File: config.mk
export PLATFORM = sky130hd
export DESIGN_NAME = mem_port_arbiter
export DESIGN_NICKNAME = d
export VERILOG_FILES = /design/src/rtl/mem_port_arbiter.sv
export SDC_FILE = /design/constraint.sdc
export NUM_CORES = 1
export LEC_CHECK = 0
export BUFFER_PORTS_ARGS = -buffer_cell sky130_fd_sc_hd__clkbuf_2
export CORE_AREA = 2 2 115 117
export DETAILED_ROUTE_END_ITERATION = 16
export DIE_AREA = 0 0 117 119
export PLACE_DENSITY_LB_ADDON = 0.08
export SLEW_MARGIN = 10
export SYNTH_ARGS = -nofsm -noshare
export SYNTH_HDL_FRONTEND = slang
export SYNTH_SLANG_ARGS = --single-unit
File: constraint.sdc
create_clock -name clk -period 1.9 [get_ports clk]
set_input_delay 0.19 -clock clk [delete_from_list [all_inputs] [get_ports clk]]
set_output_delay 0.19 -clock clk [all_outputs]
set_load 0.02 [all_outputs]
File: src/rtl/mem_port_arbiter.sv
// Two-requester (CPU / EXT) arbiter for a single-port memory with a fixed read latency.
// One transaction at a time; ties are broken round-robin against the last-served requester.
module mem_port_arbiter #(
   parameter int unsigned AW      = 32,
   parameter int unsigned DW      = 32,
   parameter int unsigned MEM_LAT = 1
) (
   input  logic          clk,
   input  logic          rst,
   input  logic          cpu_req,
   input  logic          cpu_we,
   input  logic [AW-1:0] cpu_addr,
   input  logic [DW-1:0] cpu_wdata,
   output logic          cpu_gnt,
   output logic          cpu_ack,
   output logic [DW-1:0] cpu_rdata,
   input  logic          ext_req,
   input  logic          ext_we,
   input  logic [AW-1:0] ext_addr,
   input  logic [DW-1:0] ext_wdata,
   output logic          ext_gnt,
   output logic          ext_ack,
   output logic [DW-1:0] ext_rdata,
   output logic          mem_en,
   output logic          mem_we,
   output logic [AW-1:0] mem_addr,
   output logic [DW-1:0] mem_wdata,
   input  logic [DW-1:0] mem_rdata
);

   typedef enum logic [1:0] {IDLE, ISSUE, WAIT, DONE} state_t;
   typedef enum logic {CPU, EXT} requester_t;

   localparam logic [1:0] WAIT_INIT = (MEM_LAT > 1) ? 2'(MEM_LAT - 2) : 2'd0;

   state_t          state;
   requester_t      owner;
   requester_t      last;
   logic [AW-1:0]   cmd_addr;
   logic [DW-1:0]   cmd_wdata;
   logic [1:0]      cnt;
   logic            pick_ext;

   // EXT wins when alone, or on a tie when the CPU was served last.
   assign pick_ext = ext_req & (~cpu_req | (last == CPU));

   always_ff @(posedge clk or negedge rst) begin
      if (!rst) begin
         state     <= IDLE;
         owner     <= CPU;
         last      <= EXT;
         cmd_addr  <= '0;
         cmd_wdata <= '0;
         cnt       <= '0;
         cpu_gnt   <= 1'b0;
         ext_gnt   <= 1'b0;
         cpu_ack   <= 1'b0;
         ext_ack   <= 1'b0;
         mem_en    <= 1'b0;
         mem_we    <= 1'b0;
      end else begin
         cpu_ack <= 1'b0;
         ext_ack <= 1'b0;
         mem_en  <= 1'b0;
         mem_we  <= 1'b0;
         case (state)
            IDLE: begin
               if (cpu_req | ext_req) begin
                  owner     <= pick_ext ? EXT : CPU;
                  cmd_addr  <= pick_ext ? ext_addr  : cpu_addr;
                  cmd_wdata <= pick_ext ? ext_wdata : cpu_wdata;
                  mem_en    <= 1'b1;
                  mem_we    <= pick_ext ? ext_we : cpu_we;
                  cpu_gnt   <= ~pick_ext;
                  ext_gnt   <= pick_ext;
                  state     <= ISSUE;
               end
            end
            ISSUE: begin
               if (MEM_LAT == 1) begin
                  cpu_ack <= (owner == CPU);
                  ext_ack <= (owner == EXT);
                  state   <= DONE;
               end else begin
                  cnt   <= WAIT_INIT;
                  state <= WAIT;
               end
            end
            WAIT: begin
               if (cnt == '0) begin
                  cpu_ack <= (owner == CPU);
                  ext_ack <= (owner == EXT);
                  state   <= DONE;
               end else begin
                  cnt <= cnt - 2'd1;
               end
            end
            DONE: begin
               last    <= owner;
               cpu_gnt <= 1'b0;
               ext_gnt <= 1'b0;
               state   <= IDLE;
            end
            default: begin
               cpu_gnt <= 1'b0;
               ext_gnt <= 1'b0;
               state   <= IDLE;
            end
         endcase
      end
   end

   // Memory data arrives in the DONE cycle itself, so rdata is gated, not registered.
   assign cpu_rdata = cpu_ack ? mem_rdata : '0;
   assign ext_rdata = ext_ack ? mem_rdata : '0;
   assign mem_addr  = cmd_addr;
   assign mem_wdata = cmd_wdata;

endmodule

==> metrics, run 1 <==
crit share post-route=92.8%; largest net degree at the start of global routing=42; die height=119 um; Mapped Area=about 0.004 mm2; vias in the first global route=~4,200; Seq cells post-synth=76; WL per Instance=~15 um; Max Root-Sink Buffers=2; Detail Placement HPWL=~11 mm; setup slack, reg-to-reg=0.14 ns; Max Freq=between 0.5 and 0.6 GHz; filler instances=about 1,300; average footprint of a synthesized cell=8.34 um2; Total GRT Usage=roughly a fifth; RSZ-0062 raised after global routing=no; Hold WC Path Type=in -> reg; drt drc=0; Cell Rows=42; post-layout util=a little under half; clock tree sinks=76; gpl congestion=between 0.7 and 0.8; PortBufs=roughly 300; DRT antenna net count=0; Die Width=approximately 120 um; Hold Crit Depth=3; Via density=4.66; Least-Margin Pin Slew=0.572 ns; R2R Path End=state[1]; Crit. End Element=register; critical path arrival=between 1.5 and 2 ns; Root Driver=clkbuf_16; core box area=0.0129 mm2; global route total overflow=0; drt pass-1 iters=6; clk_skew=about 0.0059 ns; H-Tree Depth=3; post-synth net total=roughly 640; final wirelength=14.0 mm; Syn-to-layout area delta=49.3%; Fin. Hold Viols=0; VDD IR max=~540 uV; required time worst endpoint=2.12 ns; layout cell share with drive strength beyond 1=a little over two fifths; routed vias=between 4,000 and 5,000; R2R cell count=5; initial antenna violation count=1; total of max-cap violations=0; clk_lat worst skew=0.34 ns; setup_tns=0 ns; slew margin rel.=about three fifths; die area=around 0.014 mm2; Post-CTS Repair Setup Buffers=0; CTS Buf Count=9; reg2reg start=state[0]; Initial DRC Count=roughly 240; setup violators final=0; crit start category=register; Post-Syn Instances=about 470; Initial Util=30.6%; status=complete, no violations; CP max FO=4; pins over their slew limit=0; crit path time final=around 1.8 ns; CP max-delay cell=dfrtp_1; Endpoint, Worst Hold=mem_addr[20]; max incr delay on CP=roughly 0.4 ns; CTS tree=built; post-synthesis cell type count=29; leakage=3.19 nW; Hold Path Origin=cpu_addr[20]; Worst Path Buf+Inv=1; Net count, final=slightly above 900; Ys Warns=0; global-route wire length before repair=21.3 mm; IO Pins=300; power per cell area=between 1500 and 2000 mW/mm2; CTS clk-pin slew, worst paths=approximately 0.06 ns; cell breakdown of the critical path=inv_1 > ha_1 > nand2b_1 > a21boi_0 > mux2_2; Seq/Total Area, Yosys=between 40 and 50%; WS Path Type=reg -> reg; Crit path max-delay family=flip-flops
-- synth_stat cells, drive strengths merged --
library cell | n | share of area, %
dfrtp | 75 | 48
dfstp | 1 | 0.67
nor2 | 65 | 6.2
o21ai | 2 | 0.35
xnor2 | 1 | 0.22
nor3b | 3 | 0.57
a31oi | 1 | 0.16
a21bo | 1 | 0.25
and3b | 1 | 0.22
nor2b | 1 | 0.16
a21oi | 131 | 17
nand2b | 4 | 0.64
a21boi | 2 | 0.48
a211o | 1 | 0.22
mux2 | 2 | 0.57
ha | 6 | 1.9
o32ai | 1 | 0.22
a22o | 1 | 0.22
buf | 27 | 4.4
inv | 5 | 0.48
nand2 | 68 | 6.5
mux2i | 1 | 0.25
clkbuf | 8 | 0.76
and2 | 64 | 10
-- per-stage QoR --
step	setup WS (ns)	std cells	cell area, um2	total power [mW]	hold slack, ns
after detailed placement	0.121	924	5590	7.60	0.225
after floorplan	0.352	472	3940	5.84	-0.106
final	0.136	941	5880	9.09	0.0586
after CTS	0.107	940	5870	9.23	0.0407
after global placement	0.212	924	5590	7.52	0.224
after global routing	0.00658	941	5880	9.85	0.0492
-- final cells by class --
| type | instances | area [um2] | share of cell area (%) |
|---|---|---|---|
| diodes | 1 | 2.50 | 0.0426 |
| clock buffers | 11 | 243 | 4.13 |
| clock inverters | 4 | 26.3 | 0.447 |
| inverters | 5 | 18.8 | 0.319 |
| multi-input cells | 356 | 1830 | 31.1 |
| flip-flops and latches | 76 | 1900 | 32.4 |
| well taps | 176 | 220 | 3.75 |
| repair buffers | 312 | 1640 | 27.8 |
-- worst max path at each step --
stage / startpoint / endpoint / slack (ns) / depth (start not counted)
2_1_floorplan: state[0] / state[1] / 0.35 / 5
3_3_place_gp: state[0] / mem_wdata[27] / 0.21 / 7
3_5_place_dp: state[0] / mem_addr[26] / 0.12 / 7
4_1_cts: state[0] / mem_wdata[26] / 0.11 / 7
5_1_grt: state[0] / state[1] / 0.007 / 5
6_report: state[0] / state[1] / 0.14 / 5
-- report_power, final --
group          internal (mW)  switching (mW)  total, mW  leakage, nW
combinational           1.65            3.00       4.65         2.19
sequential              2.41           0.450       2.86        0.867
clock                  0.910           0.667       1.58        0.131
-- sequential cells by signal, indices dropped and copies added (netlist names) --
| signal | count |
|---|---|
| mem_addr | 32 |
| owner | 1 |
| mem_wdata | 32 |
| cpu_ack | 1 |
| cpu_gnt | 1 |
| state | 2 |
| ext_gnt | 1 |
| last | 1 |
| cnt | 2 |
| mem_en | 1 |
| ext_ack | 1 |
| mem_we | 1 |
-- tightest hold or removal path: cells and delay by family --
kind                   cells  cell delay, ns
AND/OR/NAND/NOR            1            0.04
AO/OA/AOI/OAI              1            0.05
buffers and inverters      1            0.08
-- cells by family after synthesis --
family | Yosys count | share of synthesized area [%]
AO/OA/AOI/OAI | 140 | 18.6
XOR/XNOR | 1 | 0.223
adder cells (fa/ha/maj) | 6 | 1.91
buffers and inverters | 40 | 5.66
flip-flops | 76 | 48.4
multiplexers | 3 | 0.827
AND/OR/NAND/NOR | 206 | 24.5
-- layer usage --
layer / vias up / routed length, um / GRT usage [%]
met5: - / 0 / 0
met4: 0 / 221 / 7.72
met3: 16 / 980 / 4.83
met2: 175 / 7460 / 36.3
met1: 2071 / 5380 / 22.7
li1: 2121 / - / -
-- what timing repair did --
action / in CTS / in global routing
hold buffers: 1 / 0
resized for setup: 0 / 1
endpoints found under the hold margin: 39 / 0
setup endpoints to repair: 0 / 56
-- cells in the final DEF (no fill, tap or decap), drive strengths merged, types with 2 or more instances in the layout --
cell / synthesis / layout
a21boi: 2 / 2
a21oi: 131 / 131
and2: 64 / 64
buf: 27 / 13
clkbuf: 8 / 309
clkinv: 0 / 3
dfrtp: 75 / 75
ha: 6 / 6
inv: 5 / 5
mux2: 2 / 2
nand2: 68 / 68
nand2b: 4 / 4
nor2: 65 / 65
nor3b: 3 / 3
o21ai: 2 / 2
Power figures use the tool's default switching activity.
==> run 2, diff against run 1 <==
GPL_TIMING_DRIVEN = 1   (was unset)
PLACE_DENSITY = 0.65   (was unset)
PLACE_DENSITY_LB_ADDON = unset   (was 0.08)
==> run 2 against run 1 <==
Effect of this change: flip-flop and latch count unchanged; maximum frequency increased by 5.1%; critical path depth unchanged; register-to-register slack improved by 0.08 ns; final cell count decreased by 0.11%; via count decreased by 0.73%; global-route usage increased by 0.32 points.
==> metrics, run 2 (same netlist as run 1, synthesis figures left out) <==
most frequent cells in the layout=clkbuf_2 (298), a21oi_1 (131), dfrtp_1 (75); total of max-cap violations=0 (unchanged); Syn-to-layout area delta=50.8%; routed vias=4,351 (-0.73%); Max Root-Sink Buffers=2 (unchanged); setup violators final=0 (unchanged); R2R cell count=5 (unchanged); WS Path Type=reg -> reg; setup_tns=0 ns (unchanged); vias in the first global route=4,198 (+0.72%); area of the multi-input gates=0.00182 mm2 (-0.14%); power per cell area=1560 mW/mm2 (+0.88%); largest net degree at the start of global routing=77 (+83%); H-Tree Depth=3 (unchanged); CTS clk-pin slew, worst paths=0.06 ns (about the same); IO Pins=300 (unchanged); Root Driver=clkbuf_16; layout cell share with drive strength beyond 1=43.5% (-0.074 points); crit path time final=1.68 ns (-0.0850 ns); crit start category=register; CP max FO=4 (unchanged); Hold Buf Count CTS=1 (unchanged); WL per Instance=15.1 um (+1.3%); Crit path max-delay family=flip-flops; clk_skew=0.00968 ns (+0.00374 ns); initial antenna violation count=1 (unchanged); global-route wire length before repair=21.7 mm (+2.1%); Hold WC Path Type=in -> reg; post-CTS sizing=0 (unchanged); crit share post-route=88.4% (-4.5 points); RSZ-0062 raised after global routing=no; Total GRT Usage=20.5% (+0.32 points); filler instances=1,319 (+2.6%); PortBufs=299 (unchanged); Initial Util=30.6% (unchanged); final wirelength=14.2 mm (+1.2%); DRT antenna net count=0 (unchanged); Post-CTS Repair Setup Buffers=0 (unchanged); clk_lat worst skew=0.34 ns (about the same); slew margin rel.=70.2% (+8.4 points); required time worst endpoint=2.12 ns (about the same); Worst Path Buf+Inv=1 (unchanged); status=complete, no violations; Net count, final=932 (unchanged); CP Depth=5 (unchanged); die height=119 um (unchanged); commonest non-fill, non-tap cell in the layout=clkbuf_2; Detail Placement HPWL=10.8 mm (-0.19%); gpl congestion=0.818 (+9.0%); Cell Rows=42 (unchanged); Via density=4.63 (-0.62%); CTS tree=built; Least-Margin Pin Slew=0.447 ns (-0.125 ns); global route total overflow=0 (unchanged); Max Freq=0.596 GHz (+5.1%); Fin. Hold Viols=0 (unchanged); core box area=0.0129 mm2 (unchanged); critical path arrival=1.90 ns (-0.09 ns); Crit. End Element=register; Design Power=9.26 mW (+1.9%); pins over their slew limit=0 (unchanged); cell breakdown of the critical path=inv_1 > ha_1 > nand2b_1 > a21boi_0 > mux2_2; CP max-delay cell=dfrtp_1; drt pass-1 iters=4 (-2); Initial DRC Count=194 (-18%); CTS Buf Count=9 (unchanged); clock tree sinks=76 (unchanged); Sequential cell area=0.00190 mm2 (unchanged); die area=0.0139 mm2 (unchanged); drt drc=0 (unchanged); Hold Crit Depth=3 (unchanged); VDD IR max=631 uV (+17%); Die Width=117 um (unchanged); max incr delay on CP=0.40 ns (about the same); leakage=3.21 nW (+0.74%)
run 2: per-layer routing:
metal | track usage [%] | part of all wire (%) | up-vias
li1 | - | - | 2117
met1 | 23.7 | 40 | 2010
met2 | 35.3 | 49 | 200
met3 | 4.83 | 8.7 | 24
met4 | 9.56 | 2.9 | 0
met5 | 0 | 0 | -
run 2: path summary, 6_finish.rpt:
| kind | endpoint | slack [ns] | from |
|---|---|---|---|
| setup / recovery | state[1] | 0.22 | state[0] |
| hold / removal | mem_wdata[16] | 0.06 | cpu_wdata[16] |
| setup reg to reg | state[1] | 0.22 | state[0] |
| hold reg to reg | cnt[0] | 0.47 | cnt[0] |
| max in group asynchronous | last | 1.10 | rst |
| min in group asynchronous | mem_wdata[14] | 0.37 | rst |
run 2: worst reg2reg max path: stages, from the launching register on:
cell and delay, ns:
dfrtp_1 0.40, inv_1 0.09, ha_1 0.21, nand2b_1 0.14, a21boi_0 0.35, mux2_2 0.37
run 2: area by class of cell:
type | count | area share, %
antenna | 1 | 0.0422
sequential | 76 | 32.1
clock buffer | 10 | 4.03
timing repair buffer | 312 | 28.2
multi-input combinational | 356 | 30.7
clock inverter | 4 | 0.865
tap | 176 | 3.71
inverter | 5 | 0.316
run 2: stage by stage:
stage          instance area [um2]  instances  hold slack, ns  utilization [%]  setup WS, ns
2_1_floorplan                 3940        472          -0.106                -         0.352
5_1_grt                       5930        940          0.0504             46.1        0.0298
3_3_place_gp                  5630        924           0.248             43.7         0.289
4_1_cts                       5930        939          0.0498             46.1         0.201
6_report                      5930        940          0.0608             46.1         0.221
3_5_place_dp                  5630        924           0.247             43.7         0.212
run 2: power breakdown:
group	leakage (nW)	total, mW	internal (mW)	switching [mW]
Combinational	2.20	4.71	1.69	3.02
Sequential	0.867	2.86	2.41	0.450
Clock	0.140	1.69	1.04	0.651
Total	3.21	9.26	5.14	4.13
==> run 3, diff against run 2 <==
PLACE_DENSITY = unset   (was 0.65)
PLACE_DENSITY_LB_ADDON = 0.2   (was unset)
==> run 3 against run 2 <==
Effect of this change: die area unchanged; clock skew decreased by 0.0040 ns; global-route usage fell by 0.42 points; critical path depth unchanged; critical path type unchanged; flip-flop and latch count did not move; clock power grew 9%.
==> metrics, run 3 (same netlist as run 1, synthesis figures left out) <==
CTS tree=built; pins over their slew limit=0 (unchanged); largest net degree at the start of global routing=54 (-30%); global-route wire length before repair=21.5 mm (-1.1%); Initial DRC Count=186 (-4.1%); clk_skew=0.00566 ns (-0.00403 ns); Max Root-Sink Buffers=2 (unchanged); setup_tns=0 ns (unchanged); Cell Rows=42 (unchanged); Fin. Hold Viols=0 (unchanged); layout cell share with drive strength beyond 1=43.6% (+0.074 points); global route total overflow=0 (unchanged); slew margin rel.=67.4% (-2.8 points); PortBufs=299 (unchanged); reg2reg start=state[0]; Syn-to-layout area delta=51.0%; Least-Margin Pin Slew=0.489 ns (+0.0423 ns); Design Power=9.35 mW (+0.90%); initial antenna violation count=1 (unchanged); CTS Buf Count=9 (unchanged); vias in the first global route=4,244 (+1.1%); DRT antenna net count=0 (unchanged); routed vias=4,385 (+0.78%); VDD IR max=635 uV (+0.73%); die height=119 um (unchanged); crit start category=register; status=complete, no violations; Max Freq=0.568 GHz (-4.6%); clk_lat worst skew=0.33 ns (about the same); crit path time final=1.76 ns (+0.0805 ns); final wirelength=14.2 mm (-0.18%); Initial Util=30.6% (unchanged); core box area=0.0129 mm2 (unchanged); WL per Instance=15.1 um (-0.29%); Root Driver=clkbuf_16; IO Pins=300 (unchanged); drt pass-1 iters=5 (+1); Post-CTS Repair Setup Buffers=0 (unchanged); most frequent cells in the layout=clkbuf_2 (298), a21oi_1 (131), dfrtp_1 (75); filler instances=1,274 (-3.4%); Via density=4.66 (+0.67%); Crit. End Element=register; Detail Placement HPWL=10.9 mm (+1.8%); required time worst endpoint=2.11 ns (about the same); CP max FO=4 (unchanged); Hold WC Path Type=in -> reg; post-CTS sizing=0 (unchanged); RSZ-0062 raised after global routing=no; H-Tree Depth=3 (unchanged); leakage=3.23 nW (+0.40%); clock tree sinks=76 (unchanged); Hold Path Origin=cpu_addr[29]; power per cell area=1570 mW/mm2 (+0.73%); Die Width=117 um (unchanged); Worst Hold Margin=0.0696 ns (+0.00883 ns); critical path arrival=1.97 ns (+0.07 ns); crit share post-route=92.6% (+4.2 points); die area=0.0139 mm2 (unchanged); drt drc=0 (unchanged); CTS clk-pin slew, worst paths=0.06 ns (about the same); Net count, final=932 (unchanged); gpl congestion=0.840 (+2.8%); setup violators final=0 (unchanged); Total GRT Usage=20.1% (-0.42 points); commonest non-fill, non-tap cell in the layout=clkbuf_2; total of max-cap violations=0 (unchanged); WS Path Type=reg -> reg; Setup crit start=state[0]
run 3: worst paths after layout:
check                                    end  slack (ns)  depth (start not counted)
worst max-delay path                state[1]        0.14                          5
worst min-delay path            mem_addr[29]        0.07                          3
worst max register to register      state[1]        0.14                          5
worst min register to register        cnt[0]        0.48                          1
max in group asynchronous       mem_addr[24]        0.93                          3
min in group asynchronous       mem_addr[18]        0.36                          2
run 3: worst max-delay path, stage by stage, from the launching register on:
cell and delay (ns):
dfrtp_1 0.40, inv_1 0.09, ha_1 0.22, nand2b_1 0.16, a21boi_0 0.38, mux2_2 0.39
run 3: what timing repair did:
action                                  4_1_cts  5_1_grt
hold buffers                                  1        0
endpoints found under the setup margin        0        0
endpoints found under the hold margin        33        0
run 3: where the power goes:
group / internal [mW] / switching (mW) / leakage, nW / total, mW
Clock: 1.21 / 0.638 / 0.158 / 1.85
Combinational: 1.65 / 2.98 / 2.20 / 4.63
Sequential: 2.41 / 0.454 / 0.867 / 2.87
Total: 5.27 / 4.07 / 3.23 / 9.35
run 3: area by class of cell:
| type | instances | area (um2) | share of cell area [%] |
|---|---|---|---|
| inverters | 5 | 18.8 | 0.316 |
| diodes | 1 | 2.50 | 0.0421 |
| multi-input cells | 356 | 1820 | 30.7 |
| clock inverters | 4 | 72.6 | 1.22 |
| repair buffers | 312 | 1650 | 27.7 |
| clock buffers | 11 | 253 | 4.25 |
| well taps | 176 | 220 | 3.71 |
| flip-flops and latches | 76 | 1900 | 32.0 |
run 3: layer usage:
metal	routed length, um	track usage, %	part of all wire (%)
met1	5270	21.9	37
met2	7700	38.0	54
met5	0	0	0
met3	969	3.77	6.8
met4	238	6.76	1.7
run 3: metrics by stage:
stage	std cells	utilization, %	cell area (um2)	setup WS, ns
final	941	46.2	5940	0.141
after global routing	941	46.2	5940	0.0124
after CTS	940	46.1	5940	0.121
after detailed placement	924	43.5	5610	0.140
after global placement	924	43.5	5610	0.247
after floorplan	472	-	3940	0.352
